[config.mk]
export PLATFORM = sky130hd
export DESIGN_NAME = sdram_port_arbiter
export DESIGN_NICKNAME = d
export VERILOG_FILES = /design/src/rtl/sdram_arb_pkg.sv /design/src/rtl/sdram_rd_tracker.sv /design/src/rtl/sdram_port_arbiter.sv
export SDC_FILE = /design/constraint.sdc
export NUM_CORES = 1
export LEC_CHECK = 0
export CAP_MARGIN = 20
export CELL_PAD_IN_SITES_DETAIL_PLACEMENT = 0
export CELL_PAD_IN_SITES_GLOBAL_PLACEMENT = 1
export CORE_ASPECT_RATIO = 1.1
export CORE_MARGIN = 1.5
export CORE_UTILIZATION = 30
export DETAILED_ROUTE_END_ITERATION = 6
export GPL_TIMING_DRIVEN = 0
export PLACE_DENSITY_LB_ADDON = 0.1
export SETUP_SLACK_MARGIN = 0.15
export SYNTH_ARGS = -nofsm -noshare
export SYNTH_HDL_FRONTEND = slang
export SYNTH_SLANG_ARGS = --single-unit
[constraint.sdc]
create_clock -name clk_clk -period 3.2 [get_ports clk_clk]
set_clock_uncertainty 0.15 [all_clocks]
set_input_delay 0.32 -clock clk_clk [delete_from_list [all_inputs] [get_ports clk_clk]]
set_output_delay 0.32 -clock clk_clk [all_outputs]
set_load 0.005 [all_outputs]
[src/rtl/sdram_arb_pkg.sv]
// Shared types and helpers for the SDRAM port arbiter: command slot
// states, fixed Avalon sideband values and word-to-byte address mapping.
package sdram_arb_pkg;

  typedef enum logic [1:0] {
    SLOT_EMPTY = 2'd0,
    SLOT_RD    = 2'd1,
    SLOT_WR    = 2'd2
  } slot_e;

  localparam logic [1:0] BYTE_EN_ALL = 2'b11;
  localparam logic       BURST_ONE   = 1'b1;

  // 16-bit words map to even byte addresses; wraps modulo 2^32.
  function automatic logic [31:0] word_to_byte(input logic [31:0] base,
                                               input logic [31:0] word);
    return base + {word[30:0], 1'b0};
  endfunction

endpackage

[src/rtl/sdram_rd_tracker.sv]
// Outstanding-read accounting and registered read-data return path.
// Flags pending_full so the arbiter stops granting reads at the limit.
module sdram_rd_tracker #(
  parameter int MAX_PENDING = 4
) (
  input  logic        clk,
  input  logic        rst_n,
  input  logic        rd_issue,
  input  logic        slot_rd,
  input  logic        rdv,
  input  logic [15:0] rdata,
  output logic        pending_full,
  output logic [15:0] rd_data,
  output logic        rd_valid
);

  logic [3:0] pending_q;
  logic [4:0] eff_count;

  // A read still waiting in the command slot will become outstanding, so it counts too.
  assign eff_count    = {1'b0, pending_q} + 5'(slot_rd);
  assign pending_full = eff_count >= 5'(MAX_PENDING);

  // NOTE: sequential state uses non-blocking assignments so every register
  // samples pre-edge values regardless of statement order.
  always_ff @(posedge clk or negedge rst_n) begin
    if (!rst_n) begin
      pending_q <= '0;
    end else begin
      unique case ({rd_issue, rdv})
        2'b10:   pending_q <= pending_q + 4'd1;
        2'b01:   if (pending_q != '0) pending_q <= pending_q - 4'd1;
        default: pending_q <= pending_q;
      endcase
    end
  end

  // NOTE: rd_data is a plain datapath register but is still reset so the
  // output is defined before the first return.
  always_ff @(posedge clk or negedge rst_n) begin
    if (!rst_n) begin
      rd_valid <= 1'b0;
      rd_data  <= '0;
    end else begin
      rd_valid <= rdv;
      if (rdv) rd_data <= rdata;
    end
  end

endmodule

[src/rtl/sdram_port_arbiter.sv]
// Shares one Avalon-MM SDRAM master between the capture writer and the
// scan-out reader: read-first grant with a starvation bound, one command slot.
module sdram_port_arbiter
  import sdram_arb_pkg::*;
#(
  parameter int          ADDR_W      = 24,
  parameter logic [31:0] BASE_ADDR   = 32'h0000_0000,
  parameter int          MAX_PENDING = 4,
  parameter int          RD_STREAK   = 8
) (
  input  logic              clk_clk,
  input  logic              reset_reset_n,
  input  logic              wr_req,
  input  logic [ADDR_W-1:0] wr_addr,
  input  logic [15:0]       wr_data,
  output logic              wr_ack,
  input  logic              rd_req,
  input  logic [ADDR_W-1:0] rd_addr,
  output logic              rd_ack,
  output logic [15:0]       rd_data,
  output logic              rd_valid,
  output logic [31:0]       avm_address,
  output logic              avm_read,
  output logic              avm_write,
  output logic [15:0]       avm_writedata,
  output logic [1:0]        avm_byteenable,
  output logic              avm_burstcount,
  output logic              avm_debugaccess,
  input  logic              avm_waitrequest,
  input  logic [15:0]       avm_readdata,
  input  logic              avm_readdatavalid
);

  localparam int STREAK_W = $clog2(RD_STREAK + 2);

  slot_e               slot_q, slot_d;
  logic [31:0]         addr_q, addr_d;
  logic [15:0]         data_q, data_d;
  logic [STREAK_W-1:0] streak_q, streak_d;

  logic accept, can_load, rd_elig, rd_wins, grant_rd, grant_wr;
  logic pending_full;

  // NOTE: every always_comb output gets a default first so no path leaves
  // a signal unassigned, which would infer a latch.
  always_comb begin
    accept   = (slot_q != SLOT_EMPTY) && !avm_waitrequest;
    // Reset gates the grants so no ack escapes while the slot is held empty.
    can_load = reset_reset_n && ((slot_q == SLOT_EMPTY) || accept);
    rd_elig  = rd_req && !pending_full;
    rd_wins  = rd_elig && (!wr_req || (streak_q != STREAK_W'(RD_STREAK)));
    grant_rd = can_load && rd_wins;
    grant_wr = can_load && wr_req && !rd_wins;

    slot_d   = slot_q;
    addr_d   = addr_q;
    data_d   = data_q;
    streak_d = streak_q;

    if (grant_rd) begin
      slot_d = SLOT_RD;
      addr_d = word_to_byte(BASE_ADDR, 32'(rd_addr));
    end else if (grant_wr) begin
      slot_d = SLOT_WR;
      addr_d = word_to_byte(BASE_ADDR, 32'(wr_addr));
      data_d = wr_data;
    end else if (accept) begin
      slot_d = SLOT_EMPTY;
    end

    // Streak only measures how long a waiting write has been passed over.
    if (grant_wr || !wr_req) streak_d = '0;
    else if (grant_rd)       streak_d = streak_q + STREAK_W'(1);
  end

  always_ff @(posedge clk_clk or negedge reset_reset_n) begin
    if (!reset_reset_n) begin
      slot_q   <= SLOT_EMPTY;
      addr_q   <= '0;
      data_q   <= '0;
      streak_q <= '0;
    end else begin
      slot_q   <= slot_d;
      addr_q   <= addr_d;
      data_q   <= data_d;
      streak_q <= streak_d;
    end
  end

  assign wr_ack          = grant_wr;
  assign rd_ack          = grant_rd;
  assign avm_read        = (slot_q == SLOT_RD);
  assign avm_write       = (slot_q == SLOT_WR);
  assign avm_address     = addr_q;
  assign avm_writedata   = data_q;
  assign avm_byteenable  = BYTE_EN_ALL;
  assign avm_burstcount  = BURST_ONE;
  assign avm_debugaccess = 1'b0;

  sdram_rd_tracker #(
    .MAX_PENDING(MAX_PENDING)
  ) u_rd_tracker (
    .clk         (clk_clk),
    .rst_n       (reset_reset_n),
    .rd_issue    (accept && (slot_q == SLOT_RD)),
    .slot_rd     (slot_q == SLOT_RD),
    .rdv         (avm_readdatavalid),
    .rdata       (avm_readdata),
    .pending_full(pending_full),
    .rd_data     (rd_data),
    .rd_valid    (rd_valid)
  );

endmodule
==> results of run 1 <==
==> cell usage after synthesis, types with 2 or more instances <==
cell	number	share of area, %
mux2_4	8	3.7
nor2b_1	2	0.38
buf_2	3	0.46
nand3_1	4	0.61
nand2_1	30	3.4
inv_1	31	3.6
and2_1	2	0.38
conb_1	2	0.23
nor2_1	6	0.69
xnor2_1	2	0.53
nand4_1	28	5.3
o221ai_1	25	6.7
a21o_1	2	0.46
o21ai_1	2	0.31
dfrtp_1	67	51
ha_1	6	2.3
buf_4	12	2.8
mux2_2	25	8.6
a21oi_1	5	0.76
clkbuf_1	16	1.8
==> path summary, 6_finish.rpt <==
kind / from / to / slack, ns
max: slot_q[1] / wr_ack / 0.25
min: reset_reset_n / avm_writedata[11] / 0.29
max reg2reg: slot_q[0] / avm_address[22] / 0.59
min reg2reg: u_rd_tracker.rd_data[0] / u_rd_tracker.rd_data[0] / 0.35
max in group asynchronous: reset_reset_n / avm_address[6] / 2.10
min in group clk_clk: avm_readdatavalid / u_rd_tracker.rd_valid / 0.31
==> worst max-delay path, delay by kind of cell, from the launching register on <==
family | cells | cell delay [ns]
buf+inv | 3 | 0.69
simple gates | 2 | 0.21
fa+ha+maj | 2 | 0.37
flops | 1 | 0.37
compound gates | 2 | 0.49
==> metal layers <==
metal	track usage, %	vias to the layer above
li1	-	1403
met1	22.98	1369
met2	27.11	99
met3	3.798	15
met4	7.580	0
met5	0	-
==> power groups by stage <==
stage	clock network, mW	registers, mW	logic, mW
5_1_grt	0.956	1.32	1.64
3_3_place_gp	0	1.29	1.43
3_5_place_dp	0	1.29	1.45
6_report	0.898	1.28	1.49
2_1_floorplan	0	1.30	0.622
4_1_cts	0.925	1.28	1.50
==> final cells by class <==
cell class | count | area, µm²
clock inverters | 7 | 45.04
plain buffers | 32 | 191.4
flip-flops and latches | 67 | 1677
repair buffers | 155 | 1548
well taps | 143 | 178.9
multi-input cells | 179 | 1350
clock buffers | 9 | 225.2
inverters | 31 | 116.4
fillers | 995 | 5160
==> what timing repair did <==
item,CTS,global route
gates resized for setup,7,4
endpoints found under the hold margin,32,0
hold buffers,1,0
endpoints found under the setup margin,2,2
pin swaps,1,2
setup buffers,5,2
==> metrics by stage <==
stage / setup TNS, ns / util, %
CTS: 0 / 50.57
detailed placement: 0 / 47.38
global placement: -153.57 / 47.22
floorplan: 0 / -
finish: 0 / 50.82
global route: 0 / 50.82
==> cell families (layout without fill, tap and decap cells) <==
logic type               after synthesis  after routing  synth area share [%]
AO/OA/AOI/OAI                         43             43                 10.77
XOR/XNOR                               2              2                0.5349
adder cells (fa/ha/maj)                7              7                 2.903
buffers and inverters                 63            234                 9.053
flip-flops                            67             67                 51.18
multiplexers                          34             34                 12.57
other                                  2             12                0.2293
AND/OR/NAND/NOR                       81             81                 12.76
==> flip-flops by register name (all words and copies together) (netlist names) <==
signal,cells
avm_address,24
avm_writedata,16
slot_q,2
streak_q,4
u_rd_tracker.pending_q,4
u_rd_tracker.rd_data,16
u_rd_tracker.rd_valid,1
==> metrics.csv, run 1 <==
metric,value,unit
share of layout cells above drive strength 1,17.71,%
#FFs+latches synth,67,
CTS buffer count,9,
fmax,339.2,MHz
placed inst area,0.004971,mm²
P_int,2.527,mW
Logic pwr share,40.7,%
P_sw,1.142,mW
slowest CP cell,clkdlybuf4s50_1,
status,finished clean,
CTS tree,yes,
Antenna Cells,0,
"Hold Violations, Final",0,
drt drc,0,
YS warnings,0,
Final Setup Violations,0,
Netlist cell types,41,
port bufs,146,
Post-Route WL,9502,µm
hold slack,0.2917,ns
met1 WL,4228,µm
reg2reg path depth,12,
Mean Syn Cell Area,10.96,µm²
DR top layer,met4,
Syn Std Cell Area,0.003276,mm²
worst min path class,in -> async,
clock network power share,24.5,%
final cell count without fillers,623,
most frequent cells in the layout,"clkdlybuf4s50_1 (144), dfrtp_1 (67), inv_1 (30), nand2_1 (30), nand4_1 (28)",
H-tree Lvls,3,
clk_lat worst skew,0.33,ns
Switching Share,31.12,%
Pleak,2.263,nW
"Data required, critical path",2.73,ns
Place WS,0.02890,ns
Mapped Cells,299,
Flop pwr share,34.8,%
worst slew pin tran,0.5208,ns
finished layout cell area,0.005331,mm²
setup ws final,0.2518,ns
HPWL Detailed,6936,µm
Sink Count,67,
vias per cell,4.632,
Critical Path Start Type,register,
vias in the first global route,2917,
Slew Limit Headroom,65.28,%
"Seq/Total Area, Yosys",51.18,%
Final period util,92.13,%
Post-Place Cells,599,
initial drt markers,117,
first-pass GRT wire length,15280,µm
CP peak stage delay,0.48,ns
Total Power,3.669,mW
final net count,568,
Pre-antenna DRT Iters,4,
CTS max path bufs,2,
met3 WL,614,µm
minimum clock period,2.948,ns
chip width,102.6,µm
"Slew Viols, Final",0,
"commonest non-fill, non-tap cell in the layout",clkdlybuf4s50_1,
die footprint,0.01156,mm²
pin count of the biggest net entering global routing,37,
WL met2,4457,µm
Crit Path Category,reg -> out,
Vias,2886,
Max VDD drop,294.1,µV
WL per Instance,15.25,µm
core area,0.01049,mm²
RSZ-0062 raised after global routing,true,
GRT Util Overall,17.36,%
Area Growth Syn to Fin,62.76,%
starting density of the core,31.22,%
Power Dens Cells,688.3,mW/mm²
Post-synth EDFFs,0,
"Critical Path, Cell by Cell",nand2b_1 -> inv_2 -> ha_2 -> ha_2 -> nor2_2 -> a21o_1 -> a311oi_4 -> buf_8 -> clkdlybuf4s50_1,
clk slew on worst S/H paths,0.06,ns
MaxCap Viol Count,0,
initial antenna violation count,0,
Crit path arrival time,2.48,ns
CP Max Fanout,3,
num rows,39,
CP Capture Type,output pin,
Crit path top cell by count,ha_2,
clock tree root buffer cell,clkbuf_16,
ys flop type,dfrtp_1,
total congestion overflow,0,
Die H,112.6,µm
Ports,159,
GP Congestion,0.7987,
post-route ant nets,0,
Async SR Flop Fraction,100.0,%
(Power assumes the default switching activity.)
==> run 2, diff against run 1 <==
--- a/config.mk
+++ b/config.mk
@@ -6,14 +6,12 @@
 export NUM_CORES = 1
 export LEC_CHECK = 0
 export CAP_MARGIN = 20
-export CELL_PAD_IN_SITES_DETAIL_PLACEMENT = 0
-export CELL_PAD_IN_SITES_GLOBAL_PLACEMENT = 1
 export CORE_ASPECT_RATIO = 1.1
 export CORE_MARGIN = 1.5
-export CORE_UTILIZATION = 30
+export CORE_UTILIZATION = 41
 export DETAILED_ROUTE_END_ITERATION = 6
 export GPL_TIMING_DRIVEN = 0
-export PLACE_DENSITY_LB_ADDON = 0.1
+export PLACE_DENSITY = 0.81
 export SETUP_SLACK_MARGIN = 0.15
 export SYNTH_ARGS = -nofsm -noshare
 export SYNTH_HDL_FRONTEND = slang
==> metrics.csv, run 2 (synthesis results as in run 1) <==
metric,value,unit,change
Pre-antenna DRT Iters,5,,was 4
Post-Place Cells,563,,was 599
worst slew pin tran,0.5487,ns,was 0.5208 ns
P_sw,1.087,mW,was 1.142 mW
Area Growth Syn to Fin,59.85,%,was 62.76%
pin count of the biggest net entering global routing,67,,was 37
Critical Path Start Type,register,,unchanged
"Data required, critical path",2.73,ns,about the same
Sink Count,67,,unchanged
met1 Use GR,26.13,%,was 22.98%
Buf/Inv on CP,3,,unchanged
post-route ant nets,0,,unchanged
grt met3 use,3.072,%,was 3.798%
initial antenna violation count,0,,unchanged
MaxCap Viol Count,0,,unchanged
most frequent cells in the layout,"clkdlybuf4s50_1 (144), dfrtp_1 (66), inv_1 (30), nand2_1 (30), nand4_1 (28)",,"was clkdlybuf4s50_1 (144), dfrtp_1 (67), inv_1 (30), nand2_1 (30), nand4_1 (28)"
Logic pwr share,42.7,%,was 40.7%
drt drc,0,,unchanged
core area,0.007828,mm²,was 0.01049 mm²
placed inst area,0.004907,mm²,was 0.004971 mm²
num rows,34,,was 39
setup ws final,0.2354,ns,was 0.2518 ns
Pleak,2.233,nW,was 2.263 nW
M2 GR Usage,39.87,%,was 27.11%
CP peak stage delay,0.50,ns,was 0.48 ns
die footprint,0.008535,mm²,was 0.01156 mm²
RSZ-0062 raised after global routing,false,,was true
Slew Limit Headroom,63.42,%,was 65.28%
CTS buffer count,9,,unchanged
Top delay family on crit path,buffers and inverters,,unchanged
starting density of the core,41.85,%,was 31.22%
Power Dens Cells,667.3,mW/mm²,was 688.3 mW/mm²
Crit path top cell by count,ha_2,,unchanged
Layout fillers,654,,was 995
Vias,2966,,was 2886
fmax,337.3,MHz,was 339.2 MHz
Total Power,3.494,mW,was 3.669 mW
total congestion overflow,0,,unchanged
Crit path arrival time,2.49,ns,was 2.48 ns
first-pass GRT wire length,14830,µm,was 15280 µm
"Slew Viols, Final",0,,unchanged
Flop pwr share,37.0,%,was 34.8%
finished layout cell area,0.005236,mm²,was 0.005331 mm²
"Core Util, Final",66.90,%,was 50.82%
Post-Route WL,9192,µm,was 9502 µm
Final period util,92.64,%,was 92.13%
GRT Util Overall,22.49,%,was 17.36%
WL per Instance,15.63,µm,was 15.25 µm
"Hold Violations, Final",0,,unchanged
minimum clock period,2.965,ns,was 2.948 ns
Final Setup Violations,0,,unchanged
area occupied by multi-input gates,0.001355,mm²,was 0.001350 mm²
worst r2r src,slot_q[0],,unchanged
clk_lat worst skew,0.34,ns,was 0.33 ns
Max VDD drop,296.1,µV,was 294.1 µV
slowest CP cell,clkdlybuf4s50_1,,unchanged
chip width,88.23,µm,was 102.6 µm
register-to-register setup slack,0.67,ns,was 0.59 ns
clock tree root buffer cell,clkbuf_8,,was clkbuf_16
CTS tree,yes,,unchanged
Critical R2R Capture,avm_address[22],,unchanged
max FFs per register,24,,unchanged
CP Capture Type,output pin,,unchanged
P_int,2.408,mW,was 2.527 mW
CP Max Fanout,3,,unchanged
vias per cell,5.044,,was 4.632
vias in the first global route,3057,,was 2917
Ports,159,,unchanged
final net count,569,,was 568
worst min path class,in -> async,,unchanged
hold slack,0.2018,ns,was 0.2917 ns
final cell count without fillers,588,,was 623
status,finished clean,,unchanged
Die H,96.75,µm,was 112.6 µm
Place WS,0.04901,ns,was 0.02890 ns
Antenna Cells,0,,unchanged
grt peak-use layer,met2,,unchanged
setup total negative slack,0,ns,unchanged
initial drt markers,126,,was 117
Crit Path Category,reg -> out,,unchanged
clk slew on worst S/H paths,0.07,ns,was 0.06 ns
Switching Share,31.10,%,was 31.12%
HPWL Detailed,6584,µm,was 6936 µm
register area,0.001678,mm²,was 0.001677 mm²
CTS max path bufs,2,,unchanged
H-tree Lvls,3,,unchanged
share of layout cells above drive strength 1,17.92,%,was 17.71%
"Critical Path, Cell by Cell",nand2b_4 -> inv_2 -> ha_2 -> ha_2 -> nor2_1 -> a21o_1 -> a311oi_4 -> buf_8 -> clkdlybuf4s50_1,,was nand2b_1 -> inv_2 -> ha_2 -> ha_2 -> nor2_2 -> a21o_1 -> a311oi_4 -> buf_8 -> clkdlybuf4s50_1
port bufs,146,,unchanged
GP Congestion,0.8343,,was 0.7987
"commonest non-fill, non-tap cell in the layout",clkdlybuf4s50_1,,unchanged
reg2reg path depth,12,,unchanged
clock network power share,20.3,%,was 24.5%
==> run 2: how the worst max path moves through the flow <==
stage	startpoint	to	slack, ns	depth (start not counted)
after floorplan	slot_q[1]	avm_writedata[10]	0.78	9
after detailed placement	reset_reset_n	wr_ack	0.05	5
final	slot_q[1]	wr_ack	0.24	9
after global routing	slot_q[1]	wr_ack	0.15	9
after CTS	slot_q[1]	wr_ack	0.18	9
after global placement	reset_reset_n	wr_ack	-2.23	5
==> run 2: timing repair <==
item	4_1_cts	5_1_grt
hold buffers	2	0
endpoints found under the setup margin	2	2
endpoints found under the hold margin	66	0
setup buffers	5	3
gates resized for setup	9	2
pin swaps	1	2
==> run 2: final cells by class <==
| type | count | area share [%] |
|---|---|---|
| Inverter | 31 | 2.222 |
| Clock buffer | 11 | 2.891 |
| Multi-Input combinational cell | 179 | 25.88 |
| Sequential cell | 67 | 32.04 |
| Clock inverter | 4 | 0.9558 |
| Tap cell | 108 | 2.581 |
| Buffer | 32 | 3.656 |
| Timing Repair Buffer | 156 | 29.77 |
==> run 2: power groups by stage <==
stage | sequential [mW] | combinational (mW) | clock (mW)
final | 1.29 | 1.49 | 0.709
after global routing | 1.33 | 1.63 | 0.766
after CTS | 1.29 | 1.48 | 0.721
after detailed placement | 1.31 | 1.41 | 0
after global placement | 1.29 | 1.38 | 0
after floorplan | 1.30 | 0.622 | 0
==> run 2: layer usage <==
metal,up-vias,routed length [µm]
met4,0,308
met1,1431,3654
met5,-,0
met3,22,370
met2,112,4858
li1,1401,-
==> run 2: worst reg2reg max path, stage by stage (launching register included) <==
cell and delay, ns:
dfrtp_2 0.44, nand2b_4 0.09, inv_2 0.04, ha_2 0.17
ha_2 0.18, nor2_1 0.14, a21o_1 0.18, buf_4 0.13
buf_4 0.10, and2_1 0.11, clkbuf_1 0.24, buf_2 0.28
o221ai_1 0.14
